===== src/rtl/regfile_write_queue.sv =====
// regfile_write_queue: in-order writeback FIFO in front of the 32x64 register file.
// Drains one request per cycle onto the registered regfile write port and
// silently drops writes to X31 (hardwired zero).
// Optional read bypass over pending writes: define REGFILE_WQ_BYPASS_EN.
module regfile_write_queue #(
    parameter int unsigned DEPTH = 4,
    parameter int unsigned WIDTH = 64
) (
    input  logic                         clk,
    input  logic                         reset,
    input  logic                         in_valid,
    output logic                         in_ready,
    input  logic [4:0]                   in_reg,
    input  logic [WIDTH-1:0]             in_data,
    input  logic                         drain_en,
    output logic                         regWrite,
    output logic [4:0]                   writeRegister,
    output logic [WIDTH-1:0]             writeData,
    output logic [$clog2(DEPTH+1)-1:0]   count,
    output logic                         empty,
    output logic                         full
`ifdef REGFILE_WQ_BYPASS_EN
    ,
    input  logic [4:0]                   readRegister1,
    input  logic [4:0]                   readRegister2,
    output logic                         hit1,
    output logic                         hit2,
    output logic [WIDTH-1:0]             bypassData1,
    output logic [WIDTH-1:0]             bypassData2
`endif
);

    localparam int unsigned AW       = (DEPTH > 1) ? $clog2(DEPTH) : 1;
    localparam int unsigned CW       = $clog2(DEPTH + 1);
    localparam logic [4:0]  ZERO_REG = 5'd31;

    logic [4:0]       r_reg_q  [DEPTH];
    logic [WIDTH-1:0] r_data_q [DEPTH];
    logic [AW-1:0]    r_wptr;
    logic [AW-1:0]    r_rptr;
    logic [CW-1:0]    r_count;
    logic             r_wr;
    logic [4:0]       r_wreg;
    logic [WIDTH-1:0] r_wdata;

    logic w_empty;
    logic w_full;
    logic w_accept;
    logic w_push;
    logic w_pop;

    // Handshake and queue control; X31 requests complete the handshake but are never stored
    assign w_empty  = (r_count == '0);
    assign w_full   = (r_count == CW'(DEPTH));
    assign in_ready = reset & ~w_full;
    assign w_accept = in_valid & in_ready;
    assign w_push   = w_accept & (in_reg != ZERO_REG);
    assign w_pop    = drain_en & ~w_empty;

    assign count         = r_count;
    assign empty         = w_empty;
    assign full          = w_full;
    assign regWrite      = r_wr;
    assign writeRegister = r_wreg;
    assign writeData     = r_wdata;

    // Pointers and explicit occupancy count; reset discards all pending entries
    always_ff @(posedge clk or negedge reset) begin
        if (!reset) begin
            r_wptr  <= '0;
            r_rptr  <= '0;
            r_count <= '0;
        end else begin
            if (w_push) r_wptr <= r_wptr + AW'(1);
            if (w_pop)  r_rptr <= r_rptr + AW'(1);
            case ({w_push, w_pop})
                2'b10:   r_count <= r_count + CW'(1);
                2'b01:   r_count <= r_count - CW'(1);
                default: r_count <= r_count;
            endcase
        end
    end

    // Entry storage; contents are only meaningful inside the occupied window
    always_ff @(posedge clk) begin
        if (w_push) begin
            r_reg_q[r_wptr]  <= in_reg;
            r_data_q[r_wptr] <= in_data;
        end
    end

    // Staged regfile write port; address/data hold between pulses
    always_ff @(posedge clk or negedge reset) begin
        if (!reset) begin
            r_wr    <= 1'b0;
            r_wreg  <= '0;
            r_wdata <= '0;
        end else begin
            r_wr <= w_pop;
            if (w_pop) begin
                r_wreg  <= r_reg_q[r_rptr];
                r_wdata <= r_data_q[r_rptr];
            end
        end
    end

`ifdef REGFILE_WQ_BYPASS_EN
    // Youngest-match search: staged write is oldest, then queue head through tail
    function automatic logic [WIDTH:0] f_lookup(input logic [4:0] addr);
        logic             hit;
        logic [WIDTH-1:0] data;
        logic [AW-1:0]    idx;
        hit  = 1'b0;
        data = '0;
        idx  = '0;
        if (addr != ZERO_REG) begin
            if (r_wr && (r_wreg == addr)) begin
                hit  = 1'b1;
                data = r_wdata;
            end
            for (int unsigned i = 0; i < DEPTH; i++) begin
                idx = r_rptr + AW'(i);
                if ((CW'(i) < r_count) && (r_reg_q[idx] == addr)) begin
                    hit  = 1'b1;
                    data = r_data_q[idx];
                end
            end
        end
        return {hit, data};
    endfunction

    // Combinational bypass lookup for both read ports
    always_comb begin
        {hit1, bypassData1} = f_lookup(readRegister1);
        {hit2, bypassData2} = f_lookup(readRegister2);
    end
`endif

endmodule

===== config.mk =====
export PLATFORM = sky130hd
export DESIGN_NAME = regfile_write_queue
export DESIGN_NICKNAME = d
export VERILOG_FILES = /design/src/rtl/regfile_write_queue.sv
export SDC_FILE = /design/constraint.sdc
export NUM_CORES = 1
export LEC_CHECK = 0
export BUFFER_PORTS_ARGS = -buffer_cell sky130_fd_sc_hd__buf_2
export CORE_MARGIN = 1
export CORE_UTILIZATION = 35
export DETAILED_ROUTE_END_ITERATION = 7
export GPL_ROUTABILITY_DRIVEN = 0
export PLACE_DENSITY = 0.53
export SETUP_SLACK_MARGIN = 0.4
export SLEW_MARGIN = 0
export SYNTH_ARGS = -nofsm -noshare
export SYNTH_HDL_FRONTEND = slang
export SYNTH_SLANG_ARGS = --single-unit

===== constraint.sdc =====
create_clock -name clk -period 3.3 [get_ports clk]
set_input_delay 0.33 -clock clk [delete_from_list [all_inputs] [get_ports clk]]
set_output_delay 0.33 -clock clk [all_outputs]
set_load 0.01 [all_outputs]

==> results.cfg <==
[die]
num_io_pins = 149
die_h_um = 195
dieArea_um2 = 37900
core_area_um2 = 36600
fp.dieW_um = 195
start_util = 0.355
rows = 70

[clock_network]
cts_tree = built
clock_path_buffers = 3
cts-resized-gates = 0
post-cts-setup-buffers = 0
ctsHoldBuffers = 1
root_buffer = clkbuf_16
clk_latency_ns = 0.51
numCtsBuffers = 39
htree_levels = 2
clk_pin_slew_worst_paths_ns = 0.06
clock_sinks = 353

[global_routing]
grt.overflow.total = 0
grt_pass1_vias = 6706
grt_max_degree = 72
track_usage = 0.143
grt_pass1_wl_mm = 40.5
antenna_found_initial = 3

[route]
dr.first_iter.drc_count = 239
wl_per_cell_um = 21.5
wl_mm = 26.4
avgViaCountPerCell = 4.83
vias = 5934
ant_nets = 0
drtPass1Iterations = 4
drc = 0

[critical_path]
critPathRequiredTime_ns = 3.48
crit_slowest_cell = and2_4
cp_num_buf_inv = 1
crit_type = flip-flop to flip-flop
setup.worst_path.end_class = flip-flop
cp_top_family = simple AND/OR/NAND/NOR gates
path_max_fanout = 40
critPathLaunchType = flip-flop
path_cells = nor3b_2 > nor2b_1 > o211a_2 > and2_4 > buf_12
arrival_ns = 2.57
cpPeakStageDelay_ns = 0.49
ff2ff_setup_slack_ns = 0.91

[place]
portBuffers = 148
dp_cells = 1153
place_hpwl_mm = 15.9

[yosys]
synth_warnings = 0
synth_nets = 627
syn_area_per_cell_um2 = 23.7
netlist_area_um2 = 13000
synth_top_area_cell = edfxtp_1
netlist_top_cells_area = edfxtp_1 64%, dfrtp_1 15%, mux4_2 12%, mux2_2 5.5%, mux2_4 0.69%
yosysTopAreaCellShare = 0.637
netlist_instances = 548
synth_cell_types = 26
ys_seq_area_frac = 0.785
ys_seq_elements = 353

[timing]
fin_crit_ns = 2.39
hold_viol_final = 0
slew_violations = 0
hold_ws_ns = 0.0325
relSlewSlack = 0.234
setup_violations = 0
tightestPinTransition_ns = 1.15
rsz0062_at_grt = false
fin_setup_tns_ns = 0
fmax_mhz = 419
finalCritPeriodShare = 0.724
finalClockSkew_ns = 0.00727

[layout]
syn2layout_area_growth_pct = 20.5
fin_cells = 1228
layout_commonest_cell = edfxtp_1
fillers = 3241
nNetsFinal = 806
drive_above_1_share = 0.483
layout_common_cells = 276 x edfxtp_1, 147 x buf_2, 75 x dfrtp_1, 69 x mux4_2, 64 x mux2_2

[outcome]
run_status = complete, no violations

[power]
vdd_drop_max_v = 0.000368
power_w = 0.0139
p_per_area_nw_per_um2 = 889
leakage_nw = 5.59

[run]
cap_violations = 0

[hold_path]
min_path_type = primary input to flip-flop
==> Yosys cell counts (all sizes together) <==
| cell type | count |
|---|---|
| mux2 | 70 |
| nor2 | 1 |
| and2 | 4 |
| nor3b | 1 |
| nand2 | 2 |
| nand3 | 1 |
| mux2i | 1 |
| clkbuf | 6 |
| xnor2 | 4 |
| fa | 1 |
| edfxtp | 276 |
| ha | 5 |
| nand2b | 1 |
| nor2b | 1 |
| nor3 | 1 |
| mux4 | 69 |
| xor2 | 2 |
| o211a | 1 |
| dfrtp | 77 |
| buf | 17 |
| inv | 7 |
==> registers in the layout (all words and copies together), names as in the netlist <==
name / cells
r_rptr: 2
regWrite: 1
r_data_q: 256
count: 3
r_reg_q: 20
r_wptr: 2
writeRegister: 5
writeData: 64
==> path summary, 6_finish.rpt <==
path,end,start,cells past startpoint
worst max-delay path,r_data_q[2][16],count[2],5
max in group asynchronous,r_rptr[0],reset,4
worst min register to register,writeData[51],writeData[51],1
min in group asynchronous,writeData[32],reset,3
worst max register to register,r_data_q[2][16],count[2],5
worst min-delay path,r_data_q[2][20],in_data[20],1
==> per-stage QoR <==
step	utilization	area, um^2	worst slack, ns
6_report	0.428	15700	0.911
5_1_grt	0.428	15700	0.773
4_1_cts	0.428	15700	0.848
3_5_place_dp	0.392	14400	0.874
3_3_place_gp	0.392	14400	1.01
2_1_floorplan	-	13000	0.811
==> cell families (layout without fill, tap and decap cells) <==
family / after synthesis / in the layout / synth area share
mux: 140 / 140 / 0.183
xor+xnor: 6 / 6 / 0.00404
flops: 353 / 353 / 0.785
fa+ha+maj: 6 / 6 / 0.00635
other cells: 0 / 3 / 0
buf+inv: 30 / 239 / 0.0148
simple gates: 12 / 12 / 0.00606
compound gates: 1 / 1 / 0.000770
==> where the power goes <==
group | switching, W | internal (W)
clock network | 0.00164 | 0.00268
logic | 0.00152 | 0.00182
registers | 0.000573 | 0.00569
total | 0.00373 | 0.0102
==> layout make-up <==
cell class / count / area [um^2] / share of cell area
Clock buffer: 58 / 1130 / 0.0721
Inverter: 7 / 28.8 / 0.00184
Tap cell: 468 / 586 / 0.0374
Antenna cell: 3 / 7.51 / 0.000479
Timing Repair Buffer: 161 / 918 / 0.0586
Multi-Input combinational cell: 165 / 2610 / 0.167
Clock inverter: 13 / 166 / 0.0106
Sequential cell: 353 / 10200 / 0.652
==> metal layers <==
layer,global-route usage,vias up,wire length [um]
li1,-,2595,-
met1,0.179,3144,11000
met2,0.245,149,13300
met3,0.0410,42,1550
met4,0.0365,4,475
met5,0,-,25
Power figures use the tool's default switching activity.
